==> src/rtl/simd_unpack_pipe.sv <==
// Two-stage SIMD unpack/deinterleave pipeline: S1 captures the operands, S2 holds
// the permuted result. Both sides use a valid/ready handshake.
module simd_unpack_pipe #(
    parameter int SIMD_WIDTH = 256,
    parameter int CNT_WIDTH  = 16
) (
    input  logic                  clk,
    input  logic                  rst_n,
    input  logic                  in_valid,
    output logic                  in_ready,
    input  logic [SIMD_WIDTH-1:0] A,
    input  logic [SIMD_WIDTH-1:0] B,
    input  logic [2:0]            data_mode,
    input  logic [1:0]            op,
    output logic                  out_valid,
    input  logic                  out_ready,
    output logic [SIMD_WIDTH-1:0] out,
    output logic                  err,
    output logic [CNT_WIDTH-1:0]  op_count
);
    typedef enum logic [1:0] {
        OP_UNPCKLO    = 2'd0,
        OP_UNPCKHI    = 2'd1,
        OP_DEINT_EVEN = 2'd2,
        OP_DEINT_ODD  = 2'd3
    } op_e;

    logic                  s1_valid;
    logic                  s2_valid;
    logic                  s1_adv;
    logic                  in_xfer;
    logic                  out_xfer;
    logic [SIMD_WIDTH-1:0] s1_a;
    logic [SIMD_WIDTH-1:0] s1_b;
    logic [2:0]            s1_mode;
    op_e                   s1_op;
    logic [SIMD_WIDTH-1:0] mode_res [8];
    logic [7:0]            mode_err;
    logic [SIMD_WIDTH-1:0] s1_res;
    logic                  s1_err;

    assign out_xfer  = s2_valid && out_ready;
    assign s1_adv    = s1_valid && (!s2_valid || out_ready);
    assign in_ready  = !s1_valid || s1_adv;
    assign in_xfer   = in_valid && in_ready;
    assign out_valid = s2_valid;

    // One permutation network per element size; sizes wider than half the
    // vector cannot be paired, so those modes pass A through and flag an error.
    for (genvar m = 0; m < 8; m++) begin : g_mode
        localparam int ELEM = 8 << m;
        if (ELEM <= SIMD_WIDTH / 2) begin : g_legal
            localparam int NUM  = SIMD_WIDTH / ELEM;
            localparam int HNUM = NUM / 2;
            logic [2*SIMD_WIDTH-1:0] cat;
            logic [SIMD_WIDTH-1:0]   res;

            assign cat = {s1_a, s1_b};

            always_comb begin
                res = '0;
                case (s1_op)
                    OP_UNPCKLO: begin
                        for (int i = 0; i < HNUM; i++) begin
                            res[2*i*ELEM +: ELEM]     = s1_b[i*ELEM +: ELEM];
                            res[(2*i+1)*ELEM +: ELEM] = s1_a[i*ELEM +: ELEM];
                        end
                    end
                    OP_UNPCKHI: begin
                        for (int i = 0; i < HNUM; i++) begin
                            res[2*i*ELEM +: ELEM]     = s1_b[(HNUM+i)*ELEM +: ELEM];
                            res[(2*i+1)*ELEM +: ELEM] = s1_a[(HNUM+i)*ELEM +: ELEM];
                        end
                    end
                    OP_DEINT_EVEN: begin
                        for (int j = 0; j < NUM; j++) begin
                            res[j*ELEM +: ELEM] = cat[2*j*ELEM +: ELEM];
                        end
                    end
                    default: begin
                        for (int j = 0; j < NUM; j++) begin
                            res[j*ELEM +: ELEM] = cat[(2*j+1)*ELEM +: ELEM];
                        end
                    end
                endcase
            end

            assign mode_res[m] = res;
            assign mode_err[m] = 1'b0;
        end else begin : g_illegal
            assign mode_res[m] = s1_a;
            assign mode_err[m] = 1'b1;
        end
    end

    assign s1_res = mode_res[s1_mode];
    assign s1_err = mode_err[s1_mode];

    always_ff @(posedge clk) begin
        if (!rst_n) begin
            s1_valid <= 1'b0;
            s2_valid <= 1'b0;
            s1_a     <= '0;
            s1_b     <= '0;
            s1_mode  <= '0;
            s1_op    <= OP_UNPCKLO;
            out      <= '0;
            err      <= 1'b0;
            op_count <= '0;
        end else begin
            if (in_xfer) begin
                s1_a    <= A;
                s1_b    <= B;
                s1_mode <= data_mode;
                s1_op   <= op_e'(op);
            end

            if (in_xfer) begin
                s1_valid <= 1'b1;
            end else if (s1_adv) begin
                s1_valid <= 1'b0;
            end

            // S2 only reloads when S1 moves forward, so a stalled result holds.
            if (s1_adv) begin
                out      <= s1_res;
                err      <= s1_err;
                s2_valid <= 1'b1;
            end else if (out_xfer) begin
                s2_valid <= 1'b0;
            end

            if (out_xfer && (op_count != '1)) begin
                op_count <= op_count + CNT_WIDTH'(1);
            end
        end
    end
endmodule

==> config.mk <==
export PLATFORM = sky130hd
export DESIGN_NAME = simd_unpack_pipe
export DESIGN_NICKNAME = d
export VERILOG_FILES = /design/src/rtl/simd_unpack_pipe.sv
export SDC_FILE = /design/constraint.sdc
export NUM_CORES = 2
export LEC_CHECK = 0
export CELL_PAD_IN_SITES_DETAIL_PLACEMENT = 0
export CELL_PAD_IN_SITES_GLOBAL_PLACEMENT = 2
export CORE_MARGIN = 2
export CORE_UTILIZATION = 31
export DETAILED_ROUTE_END_ITERATION = 7
export HOLD_SLACK_MARGIN = 0.03
export PLACE_DENSITY_LB_ADDON = 0.1
export SLEW_MARGIN = 5
export SYNTH_ARGS = -nofsm -noshare
export SYNTH_HDL_FRONTEND = slang
export SYNTH_SLANG_ARGS = --single-unit
==> constraint.sdc <==
create_clock -name clk -period 2.3 [get_ports clk]
set_input_delay 0.345 -clock clk [delete_from_list [all_inputs] [get_ports clk]]
set_output_delay 0.345 -clock clk [all_outputs]
set_load 0.03 [all_outputs]
# Word-level counts from Yosys, hierarchy flattened
# Memory sizes are Yosys's and may differ from the RTL's. A register that Yosys moved wholly into a read port is not among the register bits.
# Cells that the tools add are included.
[word_totals] register_bits=791 rom_bits=8 output_inout_bits=275 memories=1
[memory_table] name="(name not given)" depth=8 word_bits=1 read_ports=1 rd_ports_with_merged_regs=1 wr=0 line_no="97" text="assign s1_err = mode_err[s1_mode];"
[classes] addsub=1 n_lt_le_gt_ge=1 n_eq_ne=3 n_mux=12 n_bitwise=1 reduce_logical=13
[op_table] operator="case mux 256 bit (3 select lines)" n=4
[op_table] operator="binary-select mux 256 bit (select 3 bit)" n=1
[op_table] operator="two-way mux 256 bit" n=3
[op_table] operator="adder 16 x 1 -> 16 bit (second input constant)" n=1
[op_table] operator="!= test 16 bit (second input constant)" n=1
[op_table] operator=">= comparator 4 bit (second input constant)" n=1
[op_table] operator="logical AND 1 bit" n=4
[op_table] operator="two-way mux 1 bit" n=4
[op_table] operator="NOT 3 -> 4 bit" n=1
[op_table] operator="nonzero test 2 bit" n=2
[op_table] operator="logical NOT 1 bit" n=3
[op_table] operator="equality test 2 x 1 -> 1 bit (second input constant)" n=1
[op_table] operator="equality test 2 bit (second input constant)" n=1
[op_table] operator="logical NOT 2 bit" n=1
[op_table] operator="logical OR 1 bit" n=2
[op_table] operator="OR reduction 2 bit" n=1

# Depth between registers and ports, before layout
[logic_depth] word_depth=6 ltp_mapped=11

# Worst setup path after synthesis
# Ideal clock, no wire load.
[synth_path] kind="register to register" startpoint="reg s2_valid (netlist: out_valid)" endpoint="reg s1_a[74]" arrival_ns=2.017 t_required_ns=2.230 setup_slack_ns=0.212 stages_incl_launch_ff=9 path_buffers=3 cell_sequence="dfxtp_1 -> nor2b_1 -> nand2_1 -> nand2_1 -> buf_2 -> buf_2 -> clkbuf_1 -> nand2_1 -> a21oi_1"
[synth_between] elab_chain_cells=5
[synth_rtl] item="start, declared" line_no="29" text="logic s2_valid;"
[synth_rtl] item="start signal, assigned" line_no="102" text="s2_valid <= 1'b0;"
[synth_rtl] item="start signal, assigned" line_no="128" text="s2_valid <= 1'b1;"
[synth_rtl] item="start signal, assigned" line_no="130" text="s2_valid <= 1'b0;"
[synth_rtl] item="logical NOT 1 bit" line_no="43" text="assign s1_adv = s1_valid && (!s2_valid || out_ready);"
[synth_rtl] item="logical OR 1 bit" line_no="43"
[synth_rtl] item="logical AND 1 bit" line_no="43"
[synth_rtl] item="logical OR 1 bit" line_no="44" text="assign in_ready = !s1_valid || s1_adv;"
[synth_rtl] item="net in_ready" line_no="10" text="output logic in_ready,"
[synth_rtl] item="logical AND 1 bit" line_no="45" text="assign in_xfer = in_valid && in_ready;"
[synth_rtl] item="end signal, assigned" line_no="103" text="s1_a <= '0;"
[synth_rtl] item="end signal, assigned" line_no="112" text="s1_a <= A;"
[synth_rtl] item="end, declared" line_no="33" text="logic [SIMD_WIDTH-1:0] s1_a;"
# The timed path passes the listed nets, and every way through them passes these cells.
# A chain may end at the register's enable or synchronous reset.

# Final worst setup path
[layout_path] startpoint="reg s1_op[0]" endpoint="reg out[117]"
[layout_between] elab_chain_cells=6 elab_cells_between_ends=12
[layout_rtl] item="start, declared" line_no="36" text="op_e s1_op;"
[layout_rtl] item="start signal, assigned" line_no="115" text="s1_op <= op_e'(op);"
[layout_rtl] item="equality test 2 bit or logical NOT 2 bit (tied branches)" line_no="62" text="case (s1_op)"
[layout_rtl] item="OR reduction 2 bit (no source line)"
[layout_rtl] item="two-way mux 256 bit" line_no="62"
[layout_rtl] item="binary-select mux 256 bit (select 3 bit) *" line_no="96" text="assign s1_res = mode_res[s1_mode];"
[layout_rtl] item="two-way mux 256 bit (not written as such) * (2 in a row)" line_no="96"
[layout_rtl] item="end signal, assigned" line_no="126" text="out <= s1_res;"
[layout_rtl] item="end, declared" line_no="17" text="output logic [SIMD_WIDTH-1:0] out,"
# Every way passes the cells marked *; elsewhere a longest branch is shown, timed or not. The select of a mux whose other input is x is not followed.

==> flow_summary_export.csv <==
group,metric,value,unit
placed_design,dp_cells,10600,
floorplan,die-area,170000,sq um
synth,synth_ff_type,"dfxtp_1",
synth,yosys.area_share.adder,0.0243,%
global_route,antenna_found_initial,62,
synth,ys_seq_area_share,30.8,%
timing,finalMaxSlewViolations,0,
layout,syn_to_final_growth,51.5,%
synth,ys_ff_latch,792,
synth,muxShareOfSynthArea,11.6,%
critical_path,reg2reg_from,"s1_op[0]",
placed_design,dpl.hpwl,359000,um
timing,fin_ws,-0.189,ns
global_route,grt_max_degree,95,
synth,synth_compound_area_share,31.0,%
critical_path,worst_path_max_delay_cell,"mux2i_4",
critical_path,worst-path-max-fanout,6,
floorplan,die_x,412,um
synth,syn_avg_cell_area,7.43,sq um
clock_network,cts_buffers,96,
clock_network,cts_tree,"yes",
min_path,worstHoldStart,"A[81]",
placed_design,gp_congestion,1.09,
layout,final.fill_count,16700,
pwr,ir_worst_vdd,610,uV
critical_path,worstSetupStartpointType,"register",
pwr,combPwrFrac,31.5,%
critical_path,critPathArrivalTime,3.15,ns
floorplan,initial_core_util,31.2,%
timing,max_freq,0.402,GHz
timing,rsz0062_at_grt,"true",
synth,synth_top_family_by_area,"compound AO/OA/AOI/OAI gates",
synth,synthArstFlopShare,0,%
timing,clock_skew,0.0454,ns
critical_path,startpoint,"s1_op[0]",
timing,worst_hold_slack,0.116,ns
pwr,p_leak,30.5,nW
layout,fin_nets,9151,
floorplan,ios,796,
timing,fin_crit,2.49,ns
layout,multi_input_area,33300,sq um
global_route,grt_usage,51.4,%
critical_path,worstPathRequired,2.96,ns
critical_path,slowest_delay,0.55,ns
clock_network,path_clk_slew,0.07,ns
timing,setup_viol,60,
placed_design,io_buffers,795,
clock_network,clock_sinks,792,
routing,antenna_left,0,
run,cap_viol_max_count,0,
clock_network,ctsHtreeMaxLevel,3,
floorplan,core,165000,sq um
global_route,grt_pass1_wl,595000,um
synth,synthXorXnorAreaFrac,0.204,%
routing,wl,457000,um
routing,drc_errors,0,
synth,syn_nets,7460,
global_route,overflow,0,
routing,first_iter_violations,11000,
pwr,p_per_area,620,nW/um^2
synth,synth-simple-area-share,18.8,%
critical_path,path_cells,"buf_8 -> buf_12 -> buf_6 -> buf_12 -> buf_8 -> mux2i_4 -> buf_6 -> nand2_2 -> a221oi_2 -> o21ai_1 -> a32o_1",
critical_path,crit_type,"register to register",
routing,drtPass1Iterations,7,
pwr,clkPwrFrac,34.4,%
min_path,hp-class,"input pin to register",
status,status,"finished with violations",
clock_network,clkLatencyLatePin,0.79,ns
synth,synth_cell_types,88,
layout,drive_above_1_share,24.6,%
routing,vias,71400,
routing,viasPerCell,6.52,
pwr,intPower,30.2,mW
pwr,seqPwrFrac,34.1,%
routing,wl_per_cell,41.7,um
synth,netlist_instances,6938,
synth,ys_warn_count,0,
timing,worstMarginPinSlew,1.27,ns
layout,utilization,47.3,%
clock_network,clockRootBuffer,"clkbuf_16",
layout,final_area,78100,sq um
floorplan,core.rowCount,149,
synth,synth-edff-count,0,
timing,finalHoldViolations,0,
layout,register_area,15900,sq um
floorplan,die_h,412,um
status,violations,"negative setup slack",
layout,final_cells,10900,
global_route,grt_pass1_vias,66200,
timing,max_slew_margin,15.5,%
pwr,switchingPower,18.2,mW
timing,fin_crit_sh,108,%
placed_design,dp_slack,-0.579,ns
critical_path,endpoint_kind,"register",
placed_design,placed_area,71800,sq um
pwr,p_sw_share,37.5,%
clock_network,cts_buffer_depth,3,
synth,syn_area,51500,sq um
registers in the layout, indices dropped and copies added, names as in the netlist:
name       count
err            1
op_count      16
out          256
out_valid      1
s1_a         256
s1_b         256
s1_mode        3
s1_op          2
s1_valid       1
metrics by stage:
step                total power, mW  setup TNS (ns)
global placement               30.4          -19.54
CTS                            47.0          -0.282
floorplan                      21.4               0
finish                         48.4           -2.54
global route                   48.9           -2.00
detailed placement             30.4          -22.00
power by group through the flow:
stage | clock, mW | sequential, mW | combinational [mW]
2_1_floorplan | 0 | 16.0 | 5.33
3_3_place_gp | 0 | 16.6 | 13.8
3_5_place_dp | 0 | 16.6 | 13.8
4_1_cts | 16.7 | 16.3 | 14.0
5_1_grt | 17.1 | 16.3 | 15.4
6_report | 16.6 | 16.5 | 15.2
synth_stat cells, types with 23 or more instances:
cell type  number  area [sq um]
o221ai_1       93           815
nor2b_1        53           332
a311oi_1       25           219
o21ai_0       373          1870
a21o_1         37           278
mux2_2         79           890
a221oi_1      106           928
nand3_1        90           450
dfxtp_1       792         15900
and2_1         23           144
inv_1          33           124
buf_6          44           495
and3_1         23           144
o22ai_1        60           375
a22oi_1        49           368
a32o_1         32           320
a221o_1        49           490
nand2_1      1593          5980
a31oi_1        88           551
buf_4          77           578
mux2i_1       371          3710
a22o_1         55           482
a211o_1        39           342
clkbuf_1      347          1300
o211ai_1      131           983
buf_1          35           131
a211oi_1      117           878
nor2_1        372          1400
a21oi_1       974          4870
mux4_2         57          1280
nand2b_1       56           350
nor3_1         69           345
buf_2         247          1240
kinds of logic after synthesis:
kind of cell    count (synthesis)
buf+inv                       788
fa+ha+maj                       1
xor+xnor                       12
flops                         792
simple gates                 2357
mux                           514
compound gates               2474
placed cells by master, fill, tap and decap left out, types with 88 or more instances in the layout:
master           count
o211ai_1           131
a211oi_1           103
buf_4             1282
o21ai_0            343
clkbuf_16          105
dfxtp_1            785
nand2_1           1580
nand3_1             88
buf_12             193
a21oi_1            959
mux2i_1            341
nor2_1             354
clkdlybuf4s50_1    726
worst max-delay path: cells and delay by family (launching register included):
family	cells	cell delay, ns
simple gates	1	0.04
compound gates	3	0.60
flops	1	0.39
mux	1	0.55
buf+inv	6	0.76
per-layer routing:
metal | vias up | global-route usage, % | part of all wire [%]
li1 | 28700 | - | -
met1 | 34700 | 61.1 | 37
met2 | 6053 | 73.4 | 40
met3 | 1928 | 16.2 | 12
met4 | 16 | 47.1 | 12
met5 | - | 0 | 0.045
worst paths after layout:
check / endpoint / slack (ns) / cells after the start
setup / recovery: out[117] / -0.19 / 11
hold / removal: s1_a[81] / 0.12 / 3
setup reg to reg: out[117] / -0.19 / 11
hold reg to reg: s1_b[1] / 0.46 / 2
cell type report:
| type | count | area share, % |
|---|---|---|
| clock buffers | 129 | 3.52 |
| flip-flops and latches | 792 | 20.3 |
| clock inverters | 45 | 0.763 |
| inverters | 36 | 0.210 |
| multi-input cells | 5358 | 42.6 |
| well taps | 2189 | 3.51 |
| diodes | 54 | 0.173 |
| repair buffers | 2345 | 28.9 |
repair_timing:
item                                   in CTS  in global routing
hold buffers                                1                  0
resized for setup                         192                304
endpoints found under the hold margin       6                  0
setup buffers                              23                 66
setup endpoints to repair                 164                164
pin swaps                                  13                102
gates cloned                                2                  8
Power figures use the tool's default switching activity.
